$ cat src/rtl/resource_dispatch.sv
// Round-robin dispatcher between two pipelines and one in-order shared resource.
// A tag FIFO remembers the source of each in-flight request so results route back.
module resource_dispatch #(
  parameter int DATA_W    = 32,
  parameter int TAG_DEPTH = 4
) (
  input  logic              clk,
  input  logic              reset,
  input  logic              req1_valid,
  input  logic [DATA_W-1:0] req1_data,
  output logic              req1_ready,
  input  logic              req2_valid,
  input  logic [DATA_W-1:0] req2_data,
  output logic              req2_ready,
  input  logic              flush_1,
  input  logic              flush_2,
  output logic              res_in_valid,
  output logic [DATA_W-1:0] res_in_data,
  input  logic              res_out_valid,
  input  logic [DATA_W-1:0] res_out_data,
  output logic              rsp1_valid,
  output logic [DATA_W-1:0] rsp1_data,
  output logic              rsp2_valid,
  output logic [DATA_W-1:0] rsp2_data,
  output logic              stall,
  output logic              orphan_err
);
  // Handshake: a request transfers in any cycle where reqN_valid and reqN_ready
  // are both high; ready is combinational and never depends on a same-cycle pop.
  localparam int CNT_W = $clog2(TAG_DEPTH + 1);
  localparam int PTR_W = $clog2(TAG_DEPTH);

  logic [CNT_W-1:0]  count_q, count_d;
  logic [PTR_W-1:0]  wr_ptr_q, rd_ptr_q;
  logic              tag_src_q  [TAG_DEPTH];
  logic              tag_live_q [TAG_DEPTH];
  logic              prio2_q;
  logic              res_in_valid_q;
  logic [DATA_W-1:0] res_in_data_q;
  logic              rsp1_valid_q, rsp2_valid_q;
  logic [DATA_W-1:0] rsp1_data_q, rsp2_data_q;
  logic              orphan_q;

  logic can_issue, elig1, elig2, grant1, grant2, push, pop, fifo_empty;
  logic head_src, head_live;

  always_comb begin
    can_issue  = (count_q < CNT_W'(TAG_DEPTH));
    elig1      = req1_valid & ~flush_1 & can_issue & ~reset;
    elig2      = req2_valid & ~flush_2 & can_issue & ~reset;
    // prio2_q high means port 1 was granted last, so port 2 wins a tie
    grant1     = elig1 & (~elig2 | ~prio2_q);
    grant2     = elig2 & (~elig1 | prio2_q);
    push       = grant1 | grant2;
    fifo_empty = (count_q == '0);
    pop        = res_out_valid & ~fifo_empty;
    head_src   = tag_src_q[rd_ptr_q];
    head_live  = tag_live_q[rd_ptr_q] & ~(head_src ? flush_2 : flush_1);
    count_d    = count_q + CNT_W'(push) - CNT_W'(pop);
  end

  always_ff @(posedge clk) begin
    if (reset) begin
      count_q        <= '0;
      wr_ptr_q       <= '0;
      rd_ptr_q       <= '0;
      prio2_q        <= 1'b0;
      res_in_valid_q <= 1'b0;
      res_in_data_q  <= '0;
      rsp1_valid_q   <= 1'b0;
      rsp2_valid_q   <= 1'b0;
      rsp1_data_q    <= '0;
      rsp2_data_q    <= '0;
      orphan_q       <= 1'b0;
      for (int i = 0; i < TAG_DEPTH; i++) begin
        tag_src_q[i]  <= 1'b0;
        tag_live_q[i] <= 1'b0;
      end
    end else begin
      count_q <= count_d;
      if (push) wr_ptr_q <= wr_ptr_q + PTR_W'(1);
      if (pop)  rd_ptr_q <= rd_ptr_q + PTR_W'(1);

      for (int i = 0; i < TAG_DEPTH; i++) begin
        if ((tag_src_q[i] & flush_2) | (~tag_src_q[i] & flush_1))
          tag_live_q[i] <= 1'b0;
      end
      // The write slot is always free when push is high, so this cannot clash with the loop above
      if (push) begin
        tag_src_q[wr_ptr_q]  <= grant2;
        tag_live_q[wr_ptr_q] <= grant2 ? ~flush_2 : ~flush_1;
      end

      if (grant1)      prio2_q <= 1'b1;
      else if (grant2) prio2_q <= 1'b0;

      res_in_valid_q <= push;
      if (push) res_in_data_q <= grant2 ? req2_data : req1_data;

      rsp1_valid_q <= pop & head_live & ~head_src;
      rsp2_valid_q <= pop & head_live & head_src;
      if (pop & head_live & ~head_src) rsp1_data_q <= res_out_data;
      if (pop & head_live & head_src)  rsp2_data_q <= res_out_data;

      if (res_out_valid & fifo_empty) orphan_q <= 1'b1;
    end
  end

  assign req1_ready   = grant1;
  assign req2_ready   = grant2;
  assign stall        = (count_q == CNT_W'(TAG_DEPTH));
  assign res_in_valid = res_in_valid_q;
  assign res_in_data  = res_in_data_q;
  assign rsp1_valid   = rsp1_valid_q;
  assign rsp1_data    = rsp1_data_q;
  assign rsp2_valid   = rsp2_valid_q;
  assign rsp2_data    = rsp2_data_q;
  assign orphan_err   = orphan_q;

endmodule

$ cat config.mk
export PLATFORM = sky130hd
export DESIGN_NAME = resource_dispatch
export DESIGN_NICKNAME = d
export VERILOG_FILES = /design/src/rtl/resource_dispatch.sv
export SDC_FILE = /design/constraint.sdc
export NUM_CORES = 1
export LEC_CHECK = 0
export CAP_MARGIN = 25
export CELL_PAD_IN_SITES_DETAIL_PLACEMENT = 2
export CELL_PAD_IN_SITES_GLOBAL_PLACEMENT = 2
export CORE_UTILIZATION = 23
export CTS_BUF_LIST = sky130_fd_sc_hd__clkbuf_16
export DETAILED_ROUTE_END_ITERATION = 10
export PLACE_DENSITY_LB_ADDON = 0.1
export SLEW_MARGIN = 20
export SYNTH_ARGS = -nofsm -noshare
export SYNTH_HDL_FRONTEND = slang
export SYNTH_SLANG_ARGS = --single-unit
$ cat constraint.sdc
create_clock -name clk -period 4.11 [get_ports clk]
set_input_delay 1.233 -clock clk [delete_from_list [all_inputs] [get_ports clk]]
set_output_delay 1.233 -clock clk [all_outputs]
set_load 0.05 [all_outputs]
==> flow_summary_export.csv, run 1 <==
group,metric,value,unit
route,routed.top_layer,"met4",
cts,cts_tree,"yes",
route,routed_wl,16900,um
floorplanning,rows,51,
power_and_ir_drop,p_leak,2.58,nW
power_and_ir_drop,vdd_drop_max,0.000277,V
final_layout,diodes,0,
sta,tightest_slew,0.935,ns
grt,grt_pass1_vias,5057,
route,viasPerCell,4.53,
critical_path,arrival,2.60,ns
cts,clock_latency,0.41,ns
logic_synthesis,synthFlopType,"dfxtp_1",
logic_synthesis,synth-compound-area-share,18.4,%
route,dr.first_iter.drc_count,124,
cts,htree_levels,4,
logic_synthesis,synthAdderAreaFrac,2.06,%
logic_synthesis,synth_xor_xnor_area_share,0.949,%
logic_synthesis,syn_area_per_cell,8.84,um2
sta,drv_slew,0,
min_path,min_delay_path_depth,2,
place,pre_cts_ws,0.257,ns
critical_path,ff2ff_setup_slack,1.75,ns
critical_path,worstReg2RegStart,"count_q[2]",
logic_synthesis,synth_area_leaders,"dfxtp_1 48%, a21oi_1 11%, nand2_1 11%",
sta,period_needed,3.83,ns
run,cap_violations,0,
sta,fin_crit_sh,93.1,%
floorplanning,io_pins,206,
final_layout,fin_nets,827,
sta,max_freq,261,MHz
logic_synthesis,synth-seq-cells,118,
critical_path,worst-path-max-fanout,3,
place,place.gp.congestion,0.736,
logic_synthesis,netlist.area_leader.share,47.7,%
sta,clock_skew,0.00503,ns
logic_synthesis,synth_nets,632,
logic_synthesis,synth_top_area_cell,"dfxtp_1",
grt,grt_max_degree,85,
critical_path,path_class,"primary input to primary output",
grt,antenna_found_initial,0,
logic_synthesis,synth-async-reset-ratio,0,%
critical_path,cp_cell_sequence,"clkdlybuf4s50_1 > or4b_4 > o21a_1 > buf_12",
cts,clk_pin_slew,0.05,ns
min_path,holdCritPathClass,"register to register",
route,wl_met1,7010,um
status,status,"complete, no violations",
critical_path,worstSetupStartpoint,"flush_1",
sta,hold_viol,0,
cts,clk_path_buf_depth,2,
route,num_vias,4506,
logic_synthesis,synth_top_family_by_area,"simple AND/OR/NAND/NOR gates",
sta,setup-tns-final,0,ns
logic_synthesis,synth_simple_gate_area_share,18.6,%
route,drc,0,
floorplanning,die_y,144,um
final_layout,drive_above_1_share,7.26,%
critical_path,r2r_end,"count_q[2]",
cts,post_cts_buffers,0,
logic_synthesis,syn-instance-count,522,
logic_synthesis,mappedNetlistArea,4610,um2
route,wl_per_cell,17.0,um
sta,finalSetupViolations,0,
floorplanning,dieArea,20600,um2
floorplanning,fp.dieW,144,um
sta,max_slew_margin,37.7,%
logic_synthesis,yosysSeqAreaShare,52.9,%
critical_path,crit_slowest_cell,"or4b_4",
cts,cts_resized,0,
critical_path,max_stage_delay,0.52,ns
route,firstDrtPassIters,4,
final_layout,area.growth.synth_to_final,62.1,%
route,wl_met2,8520,um
route,postRouteAntennaNets,0,
logic_synthesis,synthMuxAreaShare,1.95,%
grt,grt_overflow_total,0,
place,io_buffer_count,205,
logic_synthesis,ys_warn_count,0,
cts,numCtsBuffers,17,
critical_path,cp-end-kind,"primary output",
logic_synthesis,synth-edff-count,8,
cts,clockRootBuffer,"clkbuf_16",
grt,grt_pass1_wl,26500,um
power_and_ir_drop,total_power,3.61,mW
grt,track_usage,16.9,%
power_and_ir_drop,power_density,482,nW/um2
cts,hold_buffers,0,
logic_synthesis,synth_cell_type_count,38,
min_path,hold_start,"rsp2_data[24]",
place,dpl.hpwl,11800,um
cts,clock_sinks,118,
critical_path,cp-start-kind,"primary input",
floorplanning,design.core.area,19600,um2
critical_path,crit_required,2.88,ns
sta,rsz0062_at_grt,"false",
critical_path,r2r_cells,8,
min_path,whs_endpoint,"rsp2_data[24]",
floorplanning,start_util,23.6,%
route,route.met3.wl,1170,um
sta,setup_ws,0.282,ns
==> cell usage in the layout (no fill, tap or decap), types with 2 or more instances in the layout <==
master,instances
and2_1,5
clkbuf_16,19
edfxtp_1,8
ha_1,6
o2bb2ai_1,32
clkinv_2,3
nor2_1,41
mux4_2,2
nand2_1,131
a21oi_1,99
dfxtp_1,110
nand2b_1,3
inv_1,9
clkdlybuf4s50_1,202
o21a_1,2
nor3_1,2
clkinv_1,4
buf_12,3
buf_4,10
xnor2_1,4
or3_1,5
o21bai_1,2
nor2b_1,2
nor3b_1,2
mux2_2,4
==> critical path: cells and delay by family <==
kind | cells | cell delay, ns
buf+inv | 2 | 0.61
simple gates | 1 | 0.52
compound gates | 1 | 0.23
==> cells in the mapped netlist (all sizes together), types with 2 or more instances <==
master and instances:
mux2 4, edfxtp 8, nor2b 2, o2bb2ai 32, clkbuf 19, ha 6, nor3b 2, nand2 131
and2 5, dfxtp 110, a21oi 100, xnor2 4, o21a 2, mux4 2, nand2b 3, inv 6
buf 21, nor2 42, o21bai 2, nor3 2, or3 5
==> state kept, by name, indices dropped and copies added (netlist names), named ones only <==
signal and cells:
count_q 3, orphan_err 1, prio2_q 1, rd_ptr_q 2, res_in_data 32, res_in_valid 1
rsp1_data 32, rsp1_valid 1, rsp2_data 32, rsp2_valid 1, tag_live_q 4, tag_src_q 4
wr_ptr_q 2
==> metrics by stage <==
step | instance area (um2) | cells | hold WS [ns] | utilization (%)
CTS | 7480 | 995 | 0.461 | 38.2
detailed placement | 6920 | 963 | 0.449 | 35.3
finish | 7480 | 995 | 0.455 | 38.2
global placement | 6920 | 963 | 0.441 | 35.3
global route | 7480 | 995 | 0.480 | 38.2
floorplan | 4610 | 522 | 0.485 | -
==> kinds of logic after synthesis <==
group                      Yosys count
AOI/OAI and AO/OA                  140
xor gates and xnor gates             5
adders and majority gates            7
buffers and inverters               46
DFF                                118
muxes                                6
and+or+nand+nor                    200
==> final cells by class <==
type / count / area (um2)
Tap cell: 265 / 332
Fill cell: 2172 / 12100
Inverter: 6 / 22.5
Sequential cell: 118 / 2440
Multi-Input combinational cell: 358 / 1960
Clock inverter: 13 / 85.1
Timing Repair Buffer: 216 / 2160
Clock buffer: 19 / 475
==> how the worst max path moves through the flow <==
stage,endpoint,cells after the start
after CTS,req2_ready,4
after floorplan,req1_ready,4
after detailed placement,count_q[2],12
final,req2_ready,4
after global placement,req2_ready,4
after global routing,req2_ready,4
==> where the power goes <==
group          internal, mW  total [mW]  switching (mW)
logic                 0.353       0.861           0.508
registers              1.26        1.34          0.0839
clock network         0.884        1.40           0.519
total                  2.50        3.61            1.11
==> routing by layer <==
metal | vias to the layer above | global-route usage (%)
met2 | 141 | 30.5
met5 | - | 0
met1 | 2197 | 18.2
met3 | 17 | 5.56
li1 | 2151 | -
met4 | 0 | 6.27
(Power assumes the default switching activity.)
==> run 2: changes to the inputs <==
Settings changed: CORE_UTILIZATION 23 to 35, DONT_BUFFER_PORTS set to 1, PLACE_DENSITY set to 0.88, PLACE_DENSITY_LB_ADDON 0.1 to unset.
==> flow_summary_export.csv, run 2 (synthesis gave the netlist of run 1 again) <==
group,metric,value,unit
status,status,"complete, no violations",
run,cap_violations,0,
route,drc,0,
critical_path,worst-path-max-fanout,88,
final_layout,layout_commonest_cell,"nand2_1",
min_path,holdCritPathClass,"register to register",
floorplanning,fp.dieW,117,um
critical_path,cp_top_family,"simple AND/OR/NAND/NOR gates",
critical_path,worst-path-buf-inv,0,
place,place_inst,662,
sta,hold_viol,0,
cts,clk_pin_slew,0.05,ns
floorplanning,io_pins,206,
sta,max_freq,295,MHz
critical_path,arrival,2.16,ns
place,dpl.hpwl,9230,um
final_layout,ff_latch_area,2440,um2
critical_path,path_class,"primary input to primary output",
route,routed_wl,13400,um
sta,clock_skew,0.00622,ns
grt,antenna_found_initial,0,
cts,hold_buffers,0,
grt,grt_pass1_vias,4045,
route,postRouteAntennaNets,0,
route,firstDrtPassIters,4,
power_and_ir_drop,power_density,615,nW/um2
cts,htree_levels,4,
cts,clock_sinks,118,
grt,grt_overflow_total,0,
final_layout,diodes,0,
critical_path,cp-end-kind,"primary output",
floorplanning,start_util,36.3,%
route,num_vias,3733,
sta,max_slew_margin,40.6,%
final_layout,fin_cells,690,
floorplanning,dieArea,13600,um2
power_and_ir_drop,p_leak,1.77,nW
route,viasPerCell,5.41,
final_layout,multi_input_area,1970,um2
route,wl_per_cell,19.4,um
final_layout,nFillCells,1437,
place,io_buffer_count,0,
cts,numCtsBuffers,17,
floorplanning,rows,41,
power_and_ir_drop,vdd_drop_max,0.000250,V
floorplanning,die_y,117,um
final_layout,area.growth.synth_to_final,12.7,%
cts,cts_resized,0,
grt,grt_max_degree,89,
cts,clk_path_buf_depth,2,
route,dr.first_iter.drc_count,168,
critical_path,max_stage_delay,0.54,ns
cts,post_cts_buffers,0,
sta,setup-tns-final,0,ns
grt,grt_pass1_wl,20200,um
critical_path,cp_cell_sequence,"or4b_4 > a21oi_4",
critical_path,cp-start-kind,"primary input",
sta,tightest_slew,0.887,ns
final_layout,fin_nets,619,
sta,period_needed,3.40,ns
critical_path,crit_required,2.88,ns
sta,fin_crit_sh,82.6,%
sta,drv_slew,0,
cts,clock_latency,0.41,ns
grt,track_usage,19.7,%
final_layout,final_cell_mix,"131 x nand2_1, 110 x dfxtp_1, 99 x a21oi_1, 41 x nor2_1, 32 x o2bb2ai_1",
cts,clockRootBuffer,"clkbuf_16",
sta,finalSetupViolations,0,
sta,rsz0062_at_grt,"false",
final_layout,drive_above_1_share,8.69,%
place,place.gp.congestion,0.745,
floorplanning,design.core.area,12700,um2
cts,cts_tree,"yes",
critical_path,crit_slowest_cell,"or4b_4",
## run 2: worst min-delay path, cell delays in order (launching register included)
cell and delay, ns:
dfxtp_1 0.34, xnor2_1 0.09, nor2_1 0.08
## run 2: layer usage
layer / routed length, um / global-route usage, %
met1: 4950 / 19.4
met2: 6730 / 35.6
met3: 1440 / 8.50
met4: 269 / 9.45
met5: 0 / 0
## run 2: area by class of cell
class,count,share of cell area (%)
sequential,118,46.9
multi-input combinational,358,37.9
clock buffer,18,8.66
tap,172,4.14
timing repair buffer,8,1.15
clock inverter,10,0.818
inverter,6,0.433
## run 2: worst paths after layout
kind | from | to | slack [ns] | cells after the start
max | reset | req1_ready | 0.71 | 2
min | rd_ptr_q[0] | rd_ptr_q[0] | 0.54 | 2
max reg2reg | count_q[2] | count_q[2] | 1.54 | 9
min reg2reg | rd_ptr_q[0] | rd_ptr_q[0] | 0.54 | 2
## run 2: report_power, final
part	internal, mW	switching [mW]	leakage (nW)
clock	0.771	0.473	0.254
sequential	1.26	0.319	0.979
combinational	0.157	0.218	0.535
total	2.19	1.01	1.77
## run 2: per-stage QoR
step | instance area (um2) | power [mW] | hold WS [ns] | util [%] | setup WS (ns)
after detailed placement | 4710 | 1.98 | 0.542 | 37.0 | 0.539
after CTS | 5200 | 3.25 | 0.555 | 40.9 | 0.717
after floorplan | 4610 | 1.88 | 0.485 | - | 0.417
after global placement | 4710 | 1.94 | 0.512 | 37.0 | 0.734
after global routing | 5200 | 3.35 | 0.594 | 40.9 | 0.709
final | 5200 | 3.20 | 0.544 | 40.9 | 0.715
